<file path="config.mk">
export PLATFORM = sky130hd
export DESIGN_NAME = fp_acc_sequencer
export DESIGN_NICKNAME = d
export VERILOG_FILES = /design/src/rtl/fp_defs.sv /design/src/rtl/fp_acc_sequencer.sv
export SDC_FILE = /design/constraint.sdc
export NUM_CORES = 1
export LEC_CHECK = 0
export BUFFER_PORTS_ARGS = -buffer_cell sky130_fd_sc_hd__buf_4
export CAP_MARGIN = 20
export CORE_MARGIN = 4
export CORE_UTILIZATION = 40
export DETAILED_ROUTE_END_ITERATION = 8
export PLACE_DENSITY = 0.75
export SKIP_LAST_GASP = 1
export SLEW_MARGIN = 20
export SYNTH_ARGS = -nofsm -noshare
export SYNTH_HDL_FRONTEND = slang
export SYNTH_SLANG_ARGS = --single-unit
</file>
<file path="constraint.sdc">
create_clock -name clk_i -period 2.15 [get_ports clk_i]
set_input_delay 0.1075 -clock clk_i [delete_from_list [all_inputs] [get_ports clk_i]]
set_output_delay 0.1075 -clock clk_i [all_outputs]
set_load 0.02 [all_outputs]
</file>
<file path="src/rtl/fp_defs.sv">
// ============================================================================
// Module   : fp_defs
// Brief    : Shared FP word type, constants and reduction-controller states.
// Revision : 1.0
// ============================================================================
`default_nettype none

package fp_defs;

    localparam int C_OP = 16;

    typedef logic [C_OP-1:0] fp_t;

    localparam fp_t FP_POS_ZERO = '0;

    typedef enum logic [1:0] {
        IDLE    = 2'd0,
        ISSUE   = 2'd1,
        CAPTURE = 2'd2,
        DONE    = 2'd3
    } acc_state_e;

endpackage : fp_defs

`default_nettype wire

</file>
<file path="src/rtl/fp_acc_sequencer.sv">
// ============================================================================
// Module   : fp_acc_sequencer
// Brief    : Drives a 1-cycle fp_adder as a left-fold reduction over a vector.
// Revision : 1.0
// ============================================================================
`default_nettype none

module fp_acc_sequencer
    import fp_defs::*;
#(
    parameter int C_OP    = fp_defs::C_OP,
    parameter int C_LEN_W = 16
) (
    input  logic               clk_i,
    input  logic               rst_i,
    input  logic               start_i,
    input  logic [C_LEN_W-1:0] len_i,
    output logic               busy_o,
    input  logic               in_valid_i,
    input  logic [C_OP-1:0]    in_data_i,
    output logic               in_ready_o,
    output logic [C_OP-1:0]    add_op_a_o,
    output logic [C_OP-1:0]    add_op_b_o,
    input  logic [C_OP-1:0]    add_result_i,
    output logic               out_valid_o,
    output logic [C_OP-1:0]    out_data_o,
    input  logic               out_ready_i
);

    localparam logic [1:0] ST_IDLE    = IDLE;
    localparam logic [1:0] ST_ISSUE   = ISSUE;
    localparam logic [1:0] ST_CAPTURE = CAPTURE;
    localparam logic [1:0] ST_DONE    = DONE;

    logic [1:0]         state_q, state_d;
    logic [C_OP-1:0]    acc_q, acc_d;
    logic [C_LEN_W-1:0] cnt_q, cnt_d;

    always_comb begin
        state_d = state_q;
        acc_d   = acc_q;
        cnt_d   = cnt_q;
        case (state_q)
            ST_IDLE: begin
                if (start_i) begin
                    acc_d   = C_OP'(FP_POS_ZERO);
                    cnt_d   = len_i;
                    state_d = (len_i == '0) ? ST_DONE : ST_ISSUE;
                end
            end
            ST_ISSUE: begin
                if (in_valid_i) begin
                    state_d = ST_CAPTURE;
                end
            end
            ST_CAPTURE: begin
                // The adder result for the operands issued last cycle is valid now.
                acc_d   = add_result_i;
                cnt_d   = cnt_q - C_LEN_W'(1);
                state_d = (cnt_q == C_LEN_W'(1)) ? ST_DONE : ST_ISSUE;
            end
            ST_DONE: begin
                if (out_ready_i) begin
                    state_d = ST_IDLE;
                end
            end
            default: state_d = ST_IDLE;
        endcase
    end

    always_ff @(posedge clk_i) begin
        if (rst_i) begin
            state_q <= ST_IDLE;
            acc_q   <= '0;
            cnt_q   <= '0;
        end else begin
            state_q <= state_d;
            acc_q   <= acc_d;
            cnt_q   <= cnt_d;
        end
    end

    assign busy_o      = (state_q != ST_IDLE);
    assign in_ready_o  = (state_q == ST_ISSUE);
    assign add_op_a_o  = (state_q == ST_ISSUE) ? acc_q : '0;
    assign add_op_b_o  = (state_q == ST_ISSUE) ? in_data_i : '0;
    assign out_valid_o = (state_q == ST_DONE);
    assign out_data_o  = (state_q == ST_DONE) ? acc_q : '0;

endmodule : fp_acc_sequencer

`default_nettype wire

</file>
* After elaboration in Yosys (flattened, before gate mapping)
Cells that the tools add are included.
** Cells by class
- Add/sub/neg operators :: 1
- Mux-type cells :: 13
- Equality and inequality tests :: 7
- Reduce and logical (&&, ||, !) cells :: 6
** Operators with widths (count)
- 16-bit two-way mux :: 5
- 16-bit case mux with 2 select lines :: 2
- 16-bit by 1-bit == test with 1-bit output (second input constant) :: 1
- 16-bit logical NOT :: 1
- 16-bit by 1-bit subtractor with 16-bit output (second input constant) :: 1
- 2-bit two-way mux :: 5
- 2-bit case mux with 4 select lines :: 1
- 2-bit == test (second input constant) :: 2
- 2-bit != test (second input constant) :: 2
- 2-bit nonzero test :: 2
- 3-bit AND reduction :: 1
- 2-bit by 1-bit == test with 1-bit output (second input constant) :: 1
- 2-bit logical NOT :: 1
- 2-bit by 1-bit != test with 1-bit output (second input constant) :: 1
- 2-bit AND reduction :: 1
** Storage, ports and cells
- Register bits after elaboration :: 34
- Word-level logic and storage cells :: 30
- Output and inout port bits :: 51
- Input port bits :: 53

* Depth between registers and ports, before layout
Gate-level depths: netlist (run 1).
- Depth in word-level cells :: 4
- Mapped depth :: 7

* Worst setup path after synthesis (run 1)
OpenSTA, ideal clock, no wires.
- Path kind :: register to register
- Start point :: register cnt_q[0]
- End point :: register cnt_q[8]
- Library setup time :: 0.122 ns
- Buffers on the path :: 1
- Clock period less this slack :: 1.610 ns
- Setup slack :: 0.540 ns
- Arrival :: 1.488 ns
- Stages on the path, launching flop included :: 8
- Cell sequence :: dfxtp_1 -> inv_1 -> ha_1 -> or3b_1 -> buf_2 -> nor4_2 -> mux2i_1 -> o22ai_1
** Between the ends
- Word-level cells in the longest chain between the ends :: 2
** RTL lines
- start: declaration :: RTL line fp_acc_sequencer.sv:37 : logic [C_LEN_W-1:0] cnt_q, cnt_d;
- start signal: assignment :: RTL line fp_acc_sequencer.sv:79 : cnt_q <= cnt_d;
- 16-bit by 1-bit subtractor with 16-bit output :: RTL line fp_acc_sequencer.sv:59 : cnt_d = cnt_q - C_LEN_W'(1);
- 16-bit case mux with 2 select lines :: RTL line fp_acc_sequencer.sv:43 : case (state_q)
No other way between the ends.
A chain may end at the register's enable or synchronous reset.

* Final worst setup path (run 1)
- Start point :: register state_q[0]
- End point :: output port add_op_b_o[12]
** Between the ends
- Word-level cells in the longest chain between the ends :: 2
** RTL lines
- start: declaration :: RTL line fp_acc_sequencer.sv:35 : logic [1:0] state_q, state_d;
- start signal: assignment :: RTL line fp_acc_sequencer.sv:77 : state_q <= state_d;
- 2-bit by 1-bit == test with 1-bit output :: RTL line fp_acc_sequencer.sv:86 : assign add_op_b_o = (state_q == ST_ISSUE) ? in_data_i : '0;
- 16-bit two-way mux :: RTL line fp_acc_sequencer.sv:86
- end: declaration :: RTL line fp_acc_sequencer.sv:23 : output logic [C_OP-1:0] add_op_b_o,
No other way between the ends.

==> out/results.tsv, run 1 <==
metric	value	unit
yosys-top-cells-count	dfxtp_1 (34), and2_1 (33), nor2_1 (23), and3_1 (18), a22oi_1 (17)	
grt_pass1_wl	10.8	mm
drtAntennaViolNets	0	
tns	0	ps
n_antenna_cell	0	
power_density	598	mW/mm²
n_fill_cell	492	
synth_fp_nets	318	
power.leakage	1.37	nW
ys_types	51	
nets	415	
synth.top_cell.area_share	0.324	
cts_buffers	5	
synth-seq-area-share	0.324	
io_pins	104	
synth_area	0.00210	mm²
clk_pin_slew	70	ps
yosys_warnings	0	
synth.mux.area_fraction	0.0149	
cts_sinks	34	
grt_start_max_net_pins	31	
synth_xor_area_frac	0	
async_flop_share	0	
port_buffers	103	
dp_hpwl	5.02	mm
grt_pass1_vias	2213	
path_max_fanout	25	
maxCapViolations	0	
synth_compound_area_frac	0.231	
wire_per_inst	15.8	µm
drtPass1Iterations	4	
worst_pin_slew	556	ps
cts_setup_buffers	0	
via_per_inst	5.49	
stdcell_area	0.00303	mm²
worst-setup-path-type	reg -> out	
hold_viol_final	0	
timing.final.crit_share	0.880	
hp-class	in -> reg	
synth.avg_cell_area	7.99	µm²
startpoint_type	flip-flop	
setup_viol	0	
yosys.area_share.simple	0.354	
reg2regPathDepth	6	
num_rows	26	
grt-ovfl-total	0	
postRouteWirelength	6.82	mm
dr_total_vias	2366	
drive_gt1_frac	0.366	
yosys-top-cells-area	dfxtp_1 (32%), and2_1 (9.8%), a22oi_1 (6.1%)	
yosys.cell_count.top_type	dfxtp_1	
synth-edff-count	0	
peakVddDrop	0.350	mV
grt_antenna_before_repair	0	
critPathCaptureType	output pin	
synthAdderAreaFrac	0.0119	
min_path_cells	2	
dpl-instance-area	0.00293	mm²
track_usage	0.207	
dieArea	0.00648	mm²
route.detailed.drc	0	
initial_utilization	0.411	
clockBufferDepth	2	
yosys.area.top_type	dfxtp_1	
die_x	80.5	µm
outcome	finished, final reports clean	
cts_hold_buf	0	
drt_iter0_markers	206	
cp.arrival	1780	ps
clock-root-buffer	clkbuf_8	
h-tree-depth	2	
netlist_instances	263	
ys_ff_latch	34	
cts_tree	done	
insertion_delay	280	ps
fmax	528	MHz
synth_top_family_by_area	simple AND/OR/NAND/NOR gates	
core-area	0.00511	mm²
cp.required	2040	ps
rsz0062_at_grt	false	
area_growth	44.1	%
finalWeightedCongestion	0.877	
synth-main-ff-cell	dfxtp_1	
cts_resized	0	
slew_headroom	0.629	
fin_crit	1890	ps
slew_viol_final	0	
die_h	80.5	µm
fin_skew	2.53	ps
==> cell families (layout without fill, tap and decap cells) <==
kind of cell / Yosys count / count (layout)
DFF: 34 / 34
AOI/OAI and AO/OA: 69 / 69
muxes: 3 / 3
and+or+nand+nor: 125 / 125
buffers and inverters: 30 / 128
adders and majority gates: 2 / 2
==> final timing paths <==
path	slack [ps]	start	endpoint
worst max-delay path	260	state_q[0]	add_op_b_o[12]
worst min-delay path	20	out_ready_i	state_q[0]
worst max register to register	330	cnt_q[0]	cnt_q[14]
worst min register to register	510	cnt_q[10]	cnt_q[10]
==> per-stage QoR <==
stage	hold slack [ps]	utilization	instances	total power, W	worst slack, ps
6_report	24.8	0.593	431	0.00181	258
5_1_grt	18.6	0.593	431	0.00191	178
4_1_cts	23.7	0.593	431	0.00181	255
3_5_place_dp	329	0.574	423	0.00132	354
3_3_place_gp	327	0.574	423	0.00131	450
2_1_floorplan	219	-	263	0.00110	540
==> flip-flops by register name, indices dropped and copies added, names as in the netlist <==
| name | cells |
|---|---|
| acc_q | 16 |
| cnt_q | 16 |
| state_q | 2 |
==> critical path: stages (launching register included) <==
cell     delay (ps)
dfxtp_1         670
nor2b_1         270
buf_4           260
and2_1          160
buf_4           140
==> area by class of cell <==
| class | count | area [µm²] | share of cell area |
|---|---|---|---|
| multi-input combinational | 199 | 1290 | 0.427 |
| inverter | 8 | 30.0 | 0.00992 |
| clock buffer | 6 | 82.6 | 0.0273 |
| tap | 70 | 87.6 | 0.0289 |
| clock inverter | 2 | 12.5 | 0.00413 |
| timing repair buffer | 112 | 841 | 0.278 |
| sequential | 34 | 681 | 0.225 |
==> where the power goes <==
part / internal [W] / total, W / switching (W)
Combinational: 0.000258 / 0.000564 / 0.000305
Sequential: 0.000678 / 0.000748 / 0.0000704
Clock: 0.000257 / 0.000497 / 0.000239
Total: 0.00119 / 0.00181 / 0.000615
==> layer usage <==
metal  wire length [µm]  vias up  GRT usage  part of all wire
met5                  0        -          0                 0
met4                 96        0     0.0693             0.014
met3                471       10     0.0325             0.069
met2               3380       94      0.333              0.50
met1               2870     1098      0.282              0.42
li1                   -     1164          -                 -
==> cells in the final DEF (no fill, tap or decap), types with 7 or more instances in the layout <==
cell     synthesis  routed
a21oi_1          9       9
a22oi_1         17      17
and2_1          33      33
and3_1          18      18
buf_4            2     112
dfxtp_1         34      34
inv_1            7       7
nor2_1          23      23
nor4_1           9       9
o21ai_0         10      10
(Power assumes the default switching activity.)
==> run 2, diff against run 1 <==
--- a/config.mk
+++ b/config.mk
@@ -8,9 +8,10 @@
 export BUFFER_PORTS_ARGS = -buffer_cell sky130_fd_sc_hd__buf_4
 export CAP_MARGIN = 20
 export CORE_MARGIN = 4
-export CORE_UTILIZATION = 40
+export CORE_UTILIZATION = 46
 export DETAILED_ROUTE_END_ITERATION = 8
-export PLACE_DENSITY = 0.75
+export HOLD_SLACK_MARGIN = 0.05
+export PLACE_DENSITY = 0.84
 export SKIP_LAST_GASP = 1
 export SLEW_MARGIN = 20
 export SYNTH_ARGS = -nofsm -noshare
==> run 2 against run 1 <==
  * Fmax rose by 1.2%
  * Sequential power fell by 1%
  * Cell count fell by 4.6%
  * Combinational power barely moved
  * Utilization rose by 8.8 points
  * Register-to-register slack got worse by 50 ps
  * Worst hold slack improved by 42 ps
  * Via count barely moved
  * Critical path depth rose by 2
  * Clock power fell by 11%
  * Clock skew fell by 0.92 ps
  * Critical path type is now reg -> reg
  * Largest cell class unchanged
  * Highest routed layer unchanged
==> out/results.tsv, run 2 (same netlist as run 1, synthesis figures left out) <==
metric	value	unit	change
outcome	finished, final reports clean		
track_usage	0.229		+0.0212
cts_sinks	34		unchanged
maxCapViolations	0		unchanged
critPathCaptureType	flip-flop		
slew_headroom	0.710		+0.0810
timing.final.crit_share	0.870		-0.0102
area_growth	42.1	%	
p_switching	0.000593	W	-3.6%
cts_setup_buffers	0		unchanged
setup_viol	0		unchanged
h-tree-depth	2		unchanged
met1_length	2.62	mm	-8.7%
worst_pin_slew	433	ps	-123 ps
drtAntennaViolNets	0		unchanged
dr_total_vias	2365		-0.042%
power.leakage	1.36	nW	-0.64%
drive_gt1_frac	0.362		-0.00353
top_layer_used	met4		
port_buffers	103		unchanged
power_density	584	mW/mm²	-2.3%
instances_no_fill	411		-4.6%
p_seq_frac	0.424		+0.010
register_area	681	µm²	unchanged
rrSetupSlack	280	ps	-50 ps
startpoint_type	flip-flop		
cp.arrival	2040	ps	+260 ps
worst-setup-path-type	reg -> reg		
hold_viol_final	0		unchanged
cts_buffers	5		unchanged
clk_pin_slew	70	ps	about the same
startpoint	cnt_q[0]		
layout_common_cells	buf_4 (110), dfxtp_1 (34), and2_1 (33), nor2_1 (23), and3_1 (18)		
grt-ovfl-total	0		unchanged
clock_power_share	0.254		-0.021
nets	414		-0.24%
slew_viol_final	0		unchanged
wire_per_inst	15.8	µm	about the same
postRouteWirelength	6.51	mm	-4.7%
route.detailed.drc	0		unchanged
io_pins	104		unchanged
grt_start_max_net_pins	32		+3.2%
finalWeightedCongestion	0.823		-6.2%
core-area	0.00438	mm²	-14%
power_frac_comb	0.322		+0.010
fin_crit	1870	ps	-21.9 ps
switching_share	0.340		about the same
drt_iter0_markers	205		-0.49%
cts_tree	done		
reg2regPathDepth	6		unchanged
worstReg2RegStart	cnt_q[0]		
clock-root-buffer	clkbuf_8		
insertion_delay	290	ps	about the same
p_int	0.00115	W	-3.6%
dpl.cell_count	403		-4.7%
grt_pass1_vias	2214		+0.045%
n_fill_cell	370		-25%
hp-start	add_result_i[5]		
grt_antenna_before_repair	0		unchanged
critPathCapture	cnt_q[6]		
rsz0062_at_grt	false		
min_path_cells	3		+1
cp.required	2320	ps	+280 ps
path_max_fanout	6		-76%
peakVddDrop	0.329	mV	-6.1%
clockBufferDepth	2		unchanged
num_rows	24		-7.7%
initial_utilization	0.479		+0.0678
hp-class	in -> reg		
final_common_cell	buf_4		
dp_hpwl	4.74	mm	-5.6%
r2r_end	cnt_q[6]		
grt_pass1_wl	10.1	mm	-5.6%
dr_wl_met2	3.29	mm	-2.9%
reg_top3	acc_q x16, cnt_q x16, state_q x2		
drtPass1Iterations	4		unchanged
met3_length	488	µm	+3.6%
die_h	75.6	µm	-6.1%
dieArea	0.00571	mm²	-12%
die_x	75.6	µm	-6.1%
multi_input_area	0.00129	mm²	+0.19%
tns	0	ps	unchanged
via_per_inst	5.75		+4.8%
n_antenna_cell	0		unchanged
fin_skew	1.61	ps	-0.924 ps
fmax	535	MHz	+1.2%
run 2: timing repair:
action / CTS / global route
setup endpoints to repair: 0 / 3
hold buffers: 1 / 0
resized for setup: 0 / 1
hold endpoints to repair: 1 / 0
run 2: layer usage:
| layer | up-vias | GRT usage |
|---|---|---|
| li1 | 1156 | - |
| met1 | 1108 | 0.290 |
| met2 | 87 | 0.361 |
| met3 | 14 | 0.0646 |
| met4 | 0 | 0.101 |
| met5 | - | 0 |
run 2: critical path: stages, from the launching register on:
cell and delay, ps:
dfxtp_1 350, inv_1 90, ha_1 230, or3b_1 490, o21ai_0 190, a21oi_1 80, nor4b_1 310
run 2: power groups by stage:
stage / Combinational (W) / Sequential, W / Clock (W)
after global placement: 0.000546 / 0.000747 / 0
final: 0.000562 / 0.000738 / 0.000443
after detailed placement: 0.000556 / 0.000749 / 0
after global routing: 0.000619 / 0.000744 / 0.000488
after CTS: 0.000560 / 0.000737 / 0.000449
after floorplan: 0.000366 / 0.000732 / 0
run 2: how the worst min path moves through the flow:
stage / endpoint / slack (ps)
CTS: acc_q[1] / 60
global route: acc_q[5] / 70
detailed placement: state_q[0] / 330
floorplan: state_q[0] / 220
global placement: state_q[0] / 320
finish: acc_q[5] / 70
run 2: cell type report:
| class | count | share of cell area |
|---|---|---|
| timing repair buffer | 111 | 0.280 |
| tap | 52 | 0.0218 |
| inverter | 8 | 0.0101 |
| sequential | 34 | 0.228 |
| multi-input combinational | 199 | 0.434 |
| clock inverter | 2 | 0.00335 |
| clock buffer | 5 | 0.0231 |
run 2: metrics by stage:
step	instance area [µm²]	hold slack (ps)	total power, W	util	setup slack, ps
2_1_floorplan	2100	219	0.00110	-	540
3_3_place_gp	2890	317	0.00129	0.660	398
3_5_place_dp	2890	328	0.00131	0.660	333
4_1_cts	2980	63.2	0.00175	0.680	95.8
5_1_grt	2990	68.1	0.00185	0.681	83.5
6_report	2990	66.6	0.00174	0.681	280
==> run 3, diff against run 2 <==
--- a/config.mk
+++ b/config.mk
@@ -8,10 +8,11 @@
 export BUFFER_PORTS_ARGS = -buffer_cell sky130_fd_sc_hd__buf_4
 export CAP_MARGIN = 20
 export CORE_MARGIN = 4
-export CORE_UTILIZATION = 46
+export CORE_UTILIZATION = 48
+export CTS_BUF_LIST = sky130_fd_sc_hd__clkbuf_8
 export DETAILED_ROUTE_END_ITERATION = 8
 export HOLD_SLACK_MARGIN = 0.05
-export PLACE_DENSITY = 0.84
+export PLACE_DENSITY = 0.87
 export SKIP_LAST_GASP = 1
 export SLEW_MARGIN = 20
 export SYNTH_ARGS = -nofsm -noshare
==> run 3 against run 2 <==
  * Cell count down 0.49%
  * Clock skew up 5.4 ps
  * Clock-buffer cell count unchanged
==> out/results.tsv, run 3 (same netlist as run 1, synthesis figures left out) <==
metric	value	unit	change
n_antenna_cell	0		unchanged
multi_input_area	0.00129	mm²	-0.19%
worstReg2RegStart	cnt_q[0]		
clock-root-buffer	clkbuf_8		
slowest_delay	610	ps	+120 ps
cts_sinks	34		unchanged
drt_iter0_markers	258		+26%
worst_pin_slew	519	ps	+86.1 ps
cts_resized	0		unchanged
finalWeightedCongestion	1.00		+22%
outcome	finished, final reports clean		
cts_buffers	5		unchanged
layout_common_cells	buf_4 (110), dfxtp_1 (34), and2_1 (33), nor2_1 (23), and3_1 (18)		
grt_start_max_net_pins	34		+6.3%
clk_pin_slew	70	ps	about the same
die_h	74.2	µm	-1.9%
cp.required	2040	ps	-280 ps
track_usage	0.247		+0.0184
reg2regPathDepth	6		unchanged
worst_path_most_repeated_cell	buf_4		
instances_no_fill	409		-0.49%
cp.arrival	1700	ps	-340 ps
port_buffers	103		unchanged
die_x	74.2	µm	-1.9%
fmax	554	MHz	+3.6%
dr_wl_met2	3.53	mm	+7.4%
hp-class	in -> reg		
top_layer_used	met4		
nets	414		unchanged
n_fill_cell	331		-11%
power	0.00174	W	-0.26%
dr_total_vias	2423		+2.5%
p_seq_frac	0.428		+0.004
power.leakage	1.37	nW	+0.21%
critPathCaptureType	output pin		
via_per_inst	5.92		+3.0%
path_buf_inv	2		+1
io_pins	104		unchanged
p_switching	0.000593	W	about the same
slew_headroom	0.654		-0.0563
fin_util	0.724		+0.0427
wire_per_inst	16.9	µm	+6.7%
postRouteWirelength	6.90	mm	+6.1%
grt_pass1_vias	2119		-4.3%
num_rows	23		-4.2%
holdWs	76.0	ps	+9.33 ps
core-area	0.00412	mm²	-6.1%
clock_power_share	0.249		-0.005
grt_pass1_wl	10.5	mm	+3.1%
grt_antenna_before_repair	0		unchanged
route.detailed.drc	0		unchanged
timing.final.crit_share	0.840		-0.0299
tns	0	ps	unchanged
grt-ovfl-total	0		unchanged
fin_crit	1810	ps	-64.3 ps
register_area	681	µm²	unchanged
setup_viol	0		unchanged
cts_tree	done		
met1_length	2.65	mm	+0.84%
area_growth	41.8	%	
drtAntennaViolNets	0		unchanged
path_max_fanout	33		+27
slowest_stage	dfxtp_1		
slew_viol_final	0		unchanged
initial_utilization	0.510		+0.0313
worst-setup-path-type	reg -> out		
hold_path_end	acc_q[0]		
dpl.cell_count	401		-0.50%
final_common_cell	buf_4		
path_cells	nor2b_1, buf_4, and2_1, buf_4		
drtPass1Iterations	5		+1
startpoint_type	flip-flop		
h-tree-depth	2		unchanged
power_frac_comb	0.323		about the same
fin_skew	7.04	ps	+5.43 ps
met3_length	672	µm	+38%
cp_top_family	flip-flops		
maxCapViolations	0		unchanged
dieArea	0.00550	mm²	-3.7%
peakVddDrop	0.434	mV	+32%
rsz0062_at_grt	false		
r2r_end	cnt_q[14]		
reg_top3	acc_q x16, cnt_q x16, state_q x2		
switching_share	0.341		+0.000876
rrSetupSlack	360	ps	+80 ps
insertion_delay	280	ps	about the same
clockBufferDepth	2		unchanged
hp-start	add_result_i[0]		
drive_gt1_frac	0.354		-0.00836
power_density	584	mW/mm²	about the same
min_path_cells	3		unchanged
hold_viol_final	0		unchanged
dp_hpwl	5.16	mm	+8.9%
p_int	0.00115	W	-0.39%
## run 3: cell count changes in the layout (fill, tap and decap cells not counted), sizes merged
| cell | delta |
|---|---|
| clkinv | -2 |
| inv | +2 |
## run 3: per-layer routing
layer  global-route usage  up-vias
met2                0.419      127
met1                0.313     1126
li1                     -     1160
met5                    0        -
met4               0.0563        0
met3               0.0676       10
## run 3: cell type report
class / instances / share of cell area
multi-input combinational: 199 / 0.434
timing repair buffer: 111 / 0.281
sequential: 34 / 0.229
clock buffer: 5 / 0.0231
tap: 50 / 0.0210
inverter: 8 / 0.0101
clock inverter: 2 / 0.00252
## run 3: power groups by stage
stage / registers, W / logic, W / clock network, W
global placement: 0.000753 / 0.000542 / 0
finish: 0.000744 / 0.000561 / 0.000434
detailed placement: 0.000756 / 0.000553 / 0
global route: 0.000751 / 0.000608 / 0.000478
floorplan: 0.000732 / 0.000366 / 0
CTS: 0.000742 / 0.000556 / 0.000437
## run 3: worst max path at each step
stage | start | to | slack (ps) | cells after the start
floorplan | cnt_q[0] | cnt_q[8] | 540 | 7
global placement | cnt_q[0] | cnt_q[14] | 460 | 6
detailed placement | cnt_q[0] | cnt_q[10] | 400 | 6
CTS | state_q[0] | add_op_b_o[6] | 330 | 4
global route | cnt_q[1] | cnt_q[14] | 150 | 6
finish | state_q[0] | add_op_b_o[6] | 340 | 4
## run 3: repair_timing
item	CTS	global route
setup buffers	0	0
hold buffers	1	0
endpoints found under the hold margin	1	0
## run 3: worst register-to-register path, delay by kind of cell (launching register included)
kind                     cells  cell delay [ps]
flip-flops                   1              340
buffers and inverters        1               90
AND/OR/NAND/NOR              3              900
adder cells (fa/ha/maj)      1              230
AO/OA/AOI/OAI                1              160
## run 3: stage by stage
step                      cell area [µm²]  worst slack (ps)
final                                2980               344
after global routing                 2980               154
after CTS                            2980               333
after detailed placement             2890               403
after global placement               2890               458
after floorplan                      2100               540
